===== src/rtl/compare_searcher.sv =====
// Binary-search controller that questions a combinational magnitude comparator
// through guess_o and narrows its bounds from the one-hot gt/eq/lt reply.
//
// state | meaning
// IDLE  | waiting for start, all outputs at reset values
// GUESS | guess_o presented, comparator flags sampled each edge
// DONE  | hidden value located, found_o valid, outputs held
// ERR   | responder reply inconsistent, outputs held
module compare_searcher #(
  parameter int WIDTH = 3
) (
  input  logic             clk,
  input  logic             rst_n,
  input  logic             start_i,
  input  logic             gt_i,
  input  logic             eq_i,
  input  logic             lt_i,
  output logic [WIDTH-1:0] guess_o,
  output logic             guess_valid_o,
  output logic             done_o,
  output logic             err_o,
  output logic [WIDTH-1:0] found_o,
  output logic [WIDTH:0]   steps_o
);

  typedef enum logic [1:0] {IDLE, GUESS, DONE, ERR} state_t;

  localparam logic [WIDTH-1:0] VAL_ONE  = WIDTH'(1);
  localparam logic [WIDTH-1:0] VAL_MAX  = {WIDTH{1'b1}};
  localparam logic [WIDTH:0]   STEP_ONE = (WIDTH+1)'(1);

  state_t           state_q, state_d;
  logic [WIDTH-1:0] lo_q, lo_d;
  logic [WIDTH-1:0] hi_q, hi_d;
  logic [WIDTH-1:0] guess_q, guess_d;
  logic [WIDTH-1:0] found_q, found_d;
  logic [WIDTH:0]   steps_q, steps_d;

  // Sum is widened by one bit so the midpoint of the full range cannot wrap.
  function automatic logic [WIDTH-1:0] mid(input logic [WIDTH-1:0] a,
                                           input logic [WIDTH-1:0] b);
    logic [WIDTH:0] s;
    s = {1'b0, a} + {1'b0, b};
    return s[WIDTH:1];
  endfunction

  always_ff @(posedge clk or negedge rst_n) begin
    if (!rst_n) begin
      state_q <= IDLE;
      lo_q    <= '0;
      hi_q    <= '0;
      guess_q <= '0;
      found_q <= '0;
      steps_q <= '0;
    end else begin
      state_q <= state_d;
      lo_q    <= lo_d;
      hi_q    <= hi_d;
      guess_q <= guess_d;
      found_q <= found_d;
      steps_q <= steps_d;
    end
  end

  always_comb begin
    state_d = state_q;
    lo_d    = lo_q;
    hi_d    = hi_q;
    guess_d = guess_q;
    found_d = found_q;
    steps_d = steps_q;

    case (state_q)
      GUESS: begin
        case ({gt_i, eq_i, lt_i})
          3'b010: begin
            found_d = guess_q;
            state_d = DONE;
          end
          3'b100: begin
            if (guess_q == hi_q) begin
              state_d = ERR;
            end else begin
              lo_d    = guess_q + VAL_ONE;
              guess_d = mid(guess_q + VAL_ONE, hi_q);
              steps_d = steps_q + STEP_ONE;
            end
          end
          3'b001: begin
            if (guess_q == lo_q) begin
              state_d = ERR;
            end else begin
              hi_d    = guess_q - VAL_ONE;
              guess_d = mid(lo_q, guess_q - VAL_ONE);
              steps_d = steps_q + STEP_ONE;
            end
          end
          default: state_d = ERR;
        endcase
      end
      default: begin
        // IDLE, DONE and ERR all restart identically; found is kept until overwritten.
        if (start_i) begin
          lo_d    = '0;
          hi_d    = VAL_MAX;
          guess_d = mid('0, VAL_MAX);
          steps_d = STEP_ONE;
          state_d = GUESS;
        end
      end
    endcase
  end

  assign guess_o       = guess_q;
  assign found_o       = found_q;
  assign steps_o       = steps_q;
  assign guess_valid_o = (state_q == GUESS);
  assign done_o        = (state_q == DONE);
  assign err_o         = (state_q == ERR);

endmodule

===== config.mk =====
export PLATFORM = sky130hd
export DESIGN_NAME = compare_searcher
export DESIGN_NICKNAME = d
export VERILOG_FILES = /design/src/rtl/compare_searcher.sv
export SDC_FILE = /design/constraint.sdc
export NUM_CORES = 1
export LEC_CHECK = 0
export ABC_AREA = 1
export CAP_MARGIN = 40
export CORE_ASPECT_RATIO = 0.75
export CORE_MARGIN = 8
export CORE_UTILIZATION = 57
export DETAILED_ROUTE_END_ITERATION = 10
export PLACE_DENSITY = 0.84
export SETUP_SLACK_MARGIN = 0.4
export SYNTH_ARGS = -nofsm -noshare
export SYNTH_HDL_FRONTEND = slang
export SYNTH_SLANG_ARGS = --single-unit
export TNS_END_PERCENT = 10

===== constraint.sdc =====
create_clock -name clk -period 4 [get_ports clk]
set_input_delay 0.4 -clock clk [delete_from_list [all_inputs] [get_ports clk]]
set_output_delay 0.4 -clock clk [all_outputs]
set_load 0.05 [all_outputs]

Yosys cells after proc, flatten, opt, wreduce, memory -nomap -nowiden
Cells that the tools add are included.
W data, S select, Z words.
{"block": "word_totals", "output_inout_bits": 13, "mem_bits_rw": 0, "romBits": 0, "n_memories": 0, "word_cells": 57, "ff_bits": 18, "latchBits": 0}
{"block": "classes", "order_cmp": 0, "n_eq_ne": 17, "shifts": 0, "div_mod_pow": 0, "n_reduce_logical": 6, "mux": 23, "mul": 0, "n_addsub": 5, "n_bitwise": 0}
{"cell": "$mux W3", "n": 12}
{"cell": "$mux W4", "n": 4}
{"cell": "$ne A3 B3 Y1 const B", "n": 4}
{"cell": "$reduce_and A3 Y1", "n": 3}
{"cell": "$add A3 B3 Y4", "n": 2}
{"cell": "$mux W2", "n": 4}
{"cell": "$pmux W4 S2", "n": 1}
{"cell": "$eq A3 B3 Y1", "n": 2}
{"cell": "$pmux W2 S3", "n": 1}
{"cell": "$pmux W3 S2", "n": 1}
{"cell": "$add A4 B1 Y4 const B", "n": 1}
{"cell": "$eq A2 B2 Y1 const B", "n": 2}
{"cell": "$ne A2 B1 Y1 const B", "n": 2}
{"cell": "$ne A2 B2 Y1 const B", "n": 2}
{"cell": "$reduce_and A4 Y1", "n": 1}
{"cell": "$add A3 B1 Y3 const B", "n": 1}
{"cell": "$eq A3 B1 Y1 const B", "n": 1}
{"cell": "$eq A3 B2 Y1 const B", "n": 1}
{"cell": "$eq A3 B3 Y1 const B", "n": 1}
{"cell": "$ne A3 B1 Y1 const B", "n": 1}
{"cell": "$sub A3 B1 Y3 const B", "n": 1}
{"cell": "$eq A2 B1 Y1 const B", "n": 1}
{"cell": "$reduce_and A2 Y1", "n": 1}
{"cell": "$reduce_bool A2 Y1", "n": 1}

Longest topological paths before layout
Gate-level depths: netlist of run 1.
{"block": "logic_depth", "ltp_word": 5, "depth_mapped": 10, "depth_no_buf": 10}

Worst setup path before layout of run 1
OpenSTA, ideal clock, no wires.
{"block": "synth_timing", "kind": "register to register", "start": "reg guess_q[0], in the netlist guess_o[0]", "end": "reg guess_q[1], in the netlist guess_o[1]", "synth_period_minus_slack_ns": 2.228, "stages_incl_launch_ff": 10, "slack_ns": 1.772, "t_required_ns": 3.880, "arrival_ns": 2.108, "path_cell_list": "dfrtp_1 inv_1 ha_1 inv_1 fa_1 xor2_1 nand2_1 nand3_1 nand3_1 nand2_1"}
{"block": "synth_via", "elab_chain_cells": 5}
{"item": "start, declared", "line_no": "35", "source": "logic [WIDTH-1:0] guess_q, guess_d;"}
{"item": "start signal, assigned", "line_no": "59", "source": "guess_q <= guess_d;"}
{"item": "$sub A3 B1 Y3 or $add A3 B1 Y3 (tied branches)", "line_no": "94, 85"}
{"item": "$add A3 B3 Y4", "line_no": "43", "source": "s = {1'b0, a} + {1'b0, b};"}
{"item": "$mux W3 (on tied branches)", "line_no": "90, 81"}
{"item": "$pmux W3 S2", "line_no": "75", "source": "case ({gt_i, eq_i, lt_i})"}
{"item": "$mux W3", "line_no": "73", "source": "case (state_q)"}
Parallel ways exist; a longest one is shown, timed or not. The select of a mux whose other input is x is not followed.
A chain may end at the register's enable or synchronous reset.

Worst setup path after layout of run 1
{"block": "layout_timing", "start": "reg state_q[1]", "end": "out guess_valid_o"}
{"block": "layout_via", "elab_chain_cells": 1}
{"item": "start, declared", "line_no": "32", "source": "state_t state_q, state_d;"}
{"item": "start signal, assigned", "line_no": "56", "source": "state_q <= state_d;"}
{"item": "$eq A2 B1 Y1", "line_no": "117", "source": "assign guess_valid_o = (state_q == GUESS);"}
{"item": "end, declared", "line_no": "19", "source": "output logic guess_valid_o,"}
No other way between the ends.

==> results by group, run 1 <==
Route
  • Drt pass-1 iters: 4
  • Vias per inst: 5.71
  • Overall routed net length: 3130 um
  • Met1 WL: 1300 um
  • WL met3: 344 um
  • Number of DRC markers in iteration 0: 84
  • DR WL/cell: 15.3 um
  • Post-route DRC: 0
  • Routed Antenna Nets: 0
  • Met2 WL: 1400 um
  • Top Layer Used: met4
  • Vias: 1,165

GRT
  • Total Routing Usage GR: 16.4%
  • Grt total ovfl: 0
  • Vias in the first global route: 1,134
  • Pin count of the biggest net entering global routing: 19
  • First-pass GRT wire length: 5290 um
  • Initial antenna violation count: 0

Timing
  • Final setup vio count: 0
  • Hold Vio Cnt, Final: 0
  • F_max: 0.441 GHz
  • Period utilization: 56.6%
  • Worst slew pin tran: 0.848 ns
  • Post-route clock skew: 0.0115 ns
  • Tmin final: 2.27 ns
  • RSZ-0062 raised after global routing: no
  • Final TNS setup: 0 ns
  • Relative slew slack: 43.3%
  • Final max-slew violation count: 0

Clock tree
  • Worst-path clk slew: 0.11 ns
  • Clock tree buffer depth: 2
  • CTS H-tree depth: 1
  • CTS tree: built
  • Clock latency on the worst-skew pair: 0.30 ns
  • Setup Fix Bufs, Post-CTS: 0
  • Clock sinks: 18
  • CTS Hold Bufs: 0
  • CTS Buf Count: 3
  • Post-CTS sizing: 0
  • Clock root buffer: clkbuf_4

Worst hold path
  • Worst hold start: lo_q[0]
  • Hold Path Depth: 2
  • Hold Path Sink: lo_q[0]
  • Min-delay worst type: reg -> reg

Place
  • Dpl cells: 201
  • PortBufs: 18
  • Placer Congestion: 0.923
  • Post-detail-place hpwl: 2430 um

Floorplan
  • DIE WIDTH: 70.1 um
  • Starting Density: 61.5%
  • # rows: 14
  • Die Y-Extent: 56.6 um
  • Die area: 3960 um2
  • Core Region: 2030 um2
  • # IOs: 19

Worst setup path
  • Cell family with most CP delay: buffers and inverters
  • Worst Path Required: 3.60 ns
  • RR Endpoint: guess_o[1]
  • Setup CP Type: reg -> out
  • Arr. time, crit path: 1.87 ns
  • Max incr delay on CP: 0.84 ns
  • CP max FO: 10
  • Slowest cell on crit path: clkdlybuf4s50_1
  • CP endpoint kind: primary output
  • Worst Reg-to-Reg Cells: 9
  • Worst path buffer plus inverter count: 1
  • Crit-path cells: nor2_8 -> clkdlybuf4s50_1
  • Reg2reg start: guess_o[1]
  • CP startpoint kind: flip-flop
  • R2r setup slk: 1.98 ns

Finish
  • Finished Layout Cells: 204
  • Nets: 199
  • Share of post-route cells with drive strength above 1: 10.6%
  • Commonest cells after routing, fill and taps aside: 55 x nand2_1, 18 x nand3_1, 18 x dfrtp_1, 18 x clkdlybuf4s50_1, 16 x inv_1
  • Commonest non-fill, non-tap cell in the layout: nand2_1
  • Synth-to-layout area growth: 18.2%
  • N_diodes: 0

Run status
  • Outcome: complete, no violations

Synthesis
  • Seq/Total Area, Yosys: 36.0%
  • Synth warn: 0
  • Post-Syn Area: 1250 um2
  • Post-Syn Area per Cell: 7.81 um2
  • Post-synth ARST share: 100%
  • Synth cell types: 25
  • Post-synth EDFFs: 0
  • #FFs+latches synth: 18
  • Cell count after synthesis: 160
  • Synthesized Nets: 177
  • Ys flop type: dfrtp_1

Pwr
  • Power per cell area: 934 nW/um2
  • Leakage: 0.000799 uW
  • Maximum vdd drop: 0.000720 V

Run
  • Max cap viols: 0
==> kinds of logic (layout without fill, tap and decap cells) <==
logic type,after synthesis,after routing,synth area share [%]
DFF,18,18,36.0
xor gates and xnor gates,6,6,4.20
adders and majority gates,11,11,12.2
buffers and inverters,22,42,6.91
and+or+nand+nor,90,90,34.2
AOI/OAI and AO/OA,13,13,6.41
==> how the worst max path moves through the flow <==
stage	start	endpoint	slack, ns	depth (start not counted)
2_1_floorplan	guess_o[0]	guess_o[1]	1.77	9
3_3_place_gp	guess_o[0]	guess_o[1]	2.10	9
3_5_place_dp	guess_o[0]	guess_o[1]	1.99	9
4_1_cts	state_q[1]	guess_valid_o	1.74	2
5_1_grt	state_q[1]	guess_valid_o	1.70	2
6_report	state_q[1]	guess_valid_o	1.73	2
==> cell type report <==
type                            count  area (um2)
Clock buffer                        3        22.5
Fill cell                         163         554
Inverter                           21        81.3
Multi-Input combinational cell    120         713
Sequential cell                    18         450
Tap cell                           24        30.0
Timing Repair Buffer               18         180
==> cells in the mapped netlist, types with 2 or more instances <==
library cell  number  share of area (%)
nor2_8             2                3.2
dfrtp_1           18                 36
ha_1               9                9.0
xor2_1             5                3.5
o21ai_0            4                1.6
inv_2              4                1.2
nand2_2            2                1.0
inv_1             16                4.8
fa_1               2                3.2
nand2_1           55                 17
nand3_1           18                7.2
a21oi_1            4                1.6
nand4_1            3                1.5
nor2_1             6                1.8
nand3_2            2                1.6
==> stage by stage <==
step           power, uW  instance area (um2)  util [%]  hold slack (ns)  worst slack [ns]
5_1_grt             1490                 1480      72.7            0.538              1.70
3_5_place_dp        1280                 1460      71.6            0.469              1.99
2_1_floorplan       1010                 1250         -            0.104              1.77
3_3_place_gp        1240                 1460      71.6            0.464              2.10
4_1_cts             1380                 1480      72.7            0.493              1.74
6_report            1380                 1480      72.7            0.495              1.73
==> power breakdown <==
group	internal (uW)	switching, uW
logic	325	627
clock network	35.2	58.4
registers	249	84.4
==> per-layer routing <==
metal | up-vias | GRT usage, %
met2 | 62 | 26.5
met3 | 18 | 7.72
met4 | 0 | 4.00
li1 | 552 | -
met5 | - | 0
met1 | 533 | 19.1
==> state kept, by name, indices dropped and copies added, names as in the netlist <==
register,count
state_q,2
found_o,3
lo_q,3
steps_o,4
hi_q,3
guess_o,3
==> worst reg2reg max path: cells and delay by family, from the launching register on <==
family,cells,cell delay [ns]
flip-flops,1,0.46
XOR/XNOR,1,0.17
adder cells (fa/ha/maj),2,0.80
buffers and inverters,2,0.22
AND/OR/NAND/NOR,4,0.28
Power figures use the tool's default switching activity.
==> run 2, diff against run 1 <==
--- a/config.mk
+++ b/config.mk
@@ -9,9 +9,9 @@
 export CAP_MARGIN = 40
 export CORE_ASPECT_RATIO = 0.75
 export CORE_MARGIN = 8
-export CORE_UTILIZATION = 57
+export CORE_UTILIZATION = 53
 export DETAILED_ROUTE_END_ITERATION = 10
-export PLACE_DENSITY = 0.84
+export PLACE_DENSITY = 0.79
 export SETUP_SLACK_MARGIN = 0.4
 export SYNTH_ARGS = -nofsm -noshare
 export SYNTH_HDL_FRONTEND = slang
==> constraint.sdc (replaced) <==
create_clock -name clk -period 2.37 [get_ports clk]
set_input_delay 0.237 -clock clk [delete_from_list [all_inputs] [get_ports clk]]
set_output_delay 0.237 -clock clk [all_outputs]
set_load 0.05 [all_outputs]
==> results by group, run 2 (synthesis results as in run 1) <==
Pwr
  • Leakage: 0.000815 uW
  • Sw power: 1270 uW
  • Comb power frac: 68.8%
  • Reg power frac: 24.2%
  • Clock power frac: 7.0%
  • Switching share of power: 54.7%
  • Power per cell area: 1530 nW/um2
  • Maximum vdd drop: 0.000795 V
  • Internal power: 1050 uW

Worst setup path
  • Critical Path Source: state_q[1]
  • Reg2reg start: guess_o[1]
  • R2r setup slk: 0.54 ns
  • Worst Path Required: 2.13 ns
  • Slowest cell on crit path: clkdlybuf4s50_1
  • Cell count along the critical path: 3
  • CP startpoint kind: flip-flop
  • Setup CP Type: reg -> out
  • Max incr delay on CP: 0.79 ns
  • CP endpoint kind: primary output
  • Worst Reg-to-Reg Cells: 9
  • End of the critical path: err_o
  • Crit-path cells: nand2_1 -> inv_1 -> clkdlybuf4s50_1
  • RR Endpoint: guess_o[1]
  • CP max FO: 4
  • Cell family with most CP delay: buffers and inverters
  • Worst path buffer plus inverter count: 2
  • Arr. time, crit path: 1.70 ns

Worst hold path
  • Min-delay worst type: in -> async

Timing
  • Post-route clock skew: 0.00653 ns
  • Relative slew slack: 45.6%
  • Final TNS setup: 0 ns
  • Fin worst setup slack: 0.433 ns
  • Period utilization: 81.7%
  • Tmin final: 1.94 ns
  • Final max-slew violation count: 0
  • Worst hold margin: 0.399 ns
  • Hold Vio Cnt, Final: 0
  • Final setup vio count: 0
  • F_max: 0.516 GHz
  • Worst slew pin tran: 0.814 ns
  • RSZ-0062 raised after global routing: yes

Floorplan
  • Starting Density: 55.0%
  • # rows: 15
  • Die Y-Extent: 58.1 um
  • DIE WIDTH: 72.1 um
  • Core Region: 2270 um2
  • # IOs: 19
  • Die area: 4180 um2

Route
  • Vias: 1,099
  • Post-route DRC: 0
  • Overall routed net length: 2940 um
  • Routed Antenna Nets: 0
  • Drt pass-1 iters: 5
  • DR WL/cell: 13.7 um
  • Number of DRC markers in iteration 0: 42
  • Vias per inst: 5.11

Clock tree
  • Clock root buffer: clkbuf_4
  • Worst-path clk slew: 0.11 ns
  • CTS tree: built
  • Clock sinks: 18
  • Clock tree buffer depth: 2
  • CTS Buf Count: 3
  • CTS H-tree depth: 1
  • Clock latency on the worst-skew pair: 0.30 ns

Finish
  • Footprint of the multi-input gates: 726 um2
  • N_diodes: 0
  • Commonest cells after routing, fill and taps aside: 55 x nand2_1, 18 x nand3_1, 16 x dfrtp_1, 16 x clkdlybuf4s50_1, 15 x inv_1
  • Share of post-route cells with drive strength above 1: 12.7%
  • Fillers: 190
  • Post-route core utilization: 66.5%
  • Finished Layout Cells: 215
  • Synth-to-layout area growth: 20.8%
  • Nets: 199
  • Max reg flops: 4
  • Commonest non-fill, non-tap cell in the layout: nand2_1
  • Sequential Area: 453 um2

Place
  • Dpl cells: 211
  • Pre-CTS setup slack: 0.574 ns
  • Post-detail-place hpwl: 2360 um
  • Placer Congestion: 0.968
  • PortBufs: 18

GRT
  • Grt met1 use: 20.2%
  • Met2 Use GR: 23.5%
  • Vias in the first global route: 1,108
  • Total Routing Usage GR: 15.6%
  • Grt total ovfl: 0
  • Grt peak-use layer: met2
  • Pin count of the biggest net entering global routing: 19
  • First-pass GRT wire length: 5180 um
  • Initial antenna violation count: 0
  • Met3 GRT Util: 6.37%

Run
  • Max cap viols: 0

Run status
  • Outcome: complete, no violations
[run 2: final cells by class]
| type | count | area share [%] |
|---|---|---|
| clock buffers | 4 | 1.74 |
| inverters | 21 | 5.39 |
| multi-input cells | 120 | 48.1 |
| flip-flops and latches | 18 | 30.0 |
| well taps | 34 | 2.82 |
| repair buffers | 18 | 12.0 |
[run 2: how the worst min path moves through the flow]
stage                           from         end  depth (start not counted)
after floorplan                rst_n  found_o[0]                          0
after global placement    found_o[2]  found_o[2]                          2
after detailed placement     lo_q[0]     lo_q[0]                          2
after CTS                      rst_n     hi_q[1]                          1
after global routing           rst_n     hi_q[0]                          1
final                          rst_n     hi_q[1]                          1
[run 2: repair_timing]
item,4_1_cts,5_1_grt
setup buffers,0,0
setup endpoints to repair,2,3
hold endpoints to repair,0,0
pin swaps,0,0
hold buffers,0,0
gates resized for setup,1,1
cloned,0,0
[run 2: power groups by stage]
stage / clock, uW / sequential, uW / combinational [uW]
after detailed placement: 0 / 566 / 1590
after floorplan: 0 / 758 / 977
after CTS: 169 / 560 / 1590
after global routing: 179 / 580 / 1790
after global placement: 0 / 559 / 1570
final: 163 / 561 / 1590
[run 2: worst register-to-register path, cell delays in order, from the launching register on]
cell     delay (ns)
dfrtp_2        0.42
inv_2          0.09
ha_4           0.30
inv_1          0.08
fa_1           0.41
xor2_1         0.17
nand2_1        0.06
nand3_1        0.07
nand3_1        0.09
nand2_1        0.05
[run 2: metrics by stage]
| stage | area (um2) | power, uW |
|---|---|---|
| after floorplan | 1260 | 1740 |
| after global placement | 1480 | 2120 |
| after detailed placement | 1480 | 2160 |
| after CTS | 1510 | 2320 |
| after global routing | 1510 | 2550 |
| final | 1510 | 2320 |
[run 2: layer usage]
metal,vias to the layer above,wire length (um)
met1,511,1380
li1,553,-
met4,0,12
met3,2,252
met2,33,1290
met5,-,0
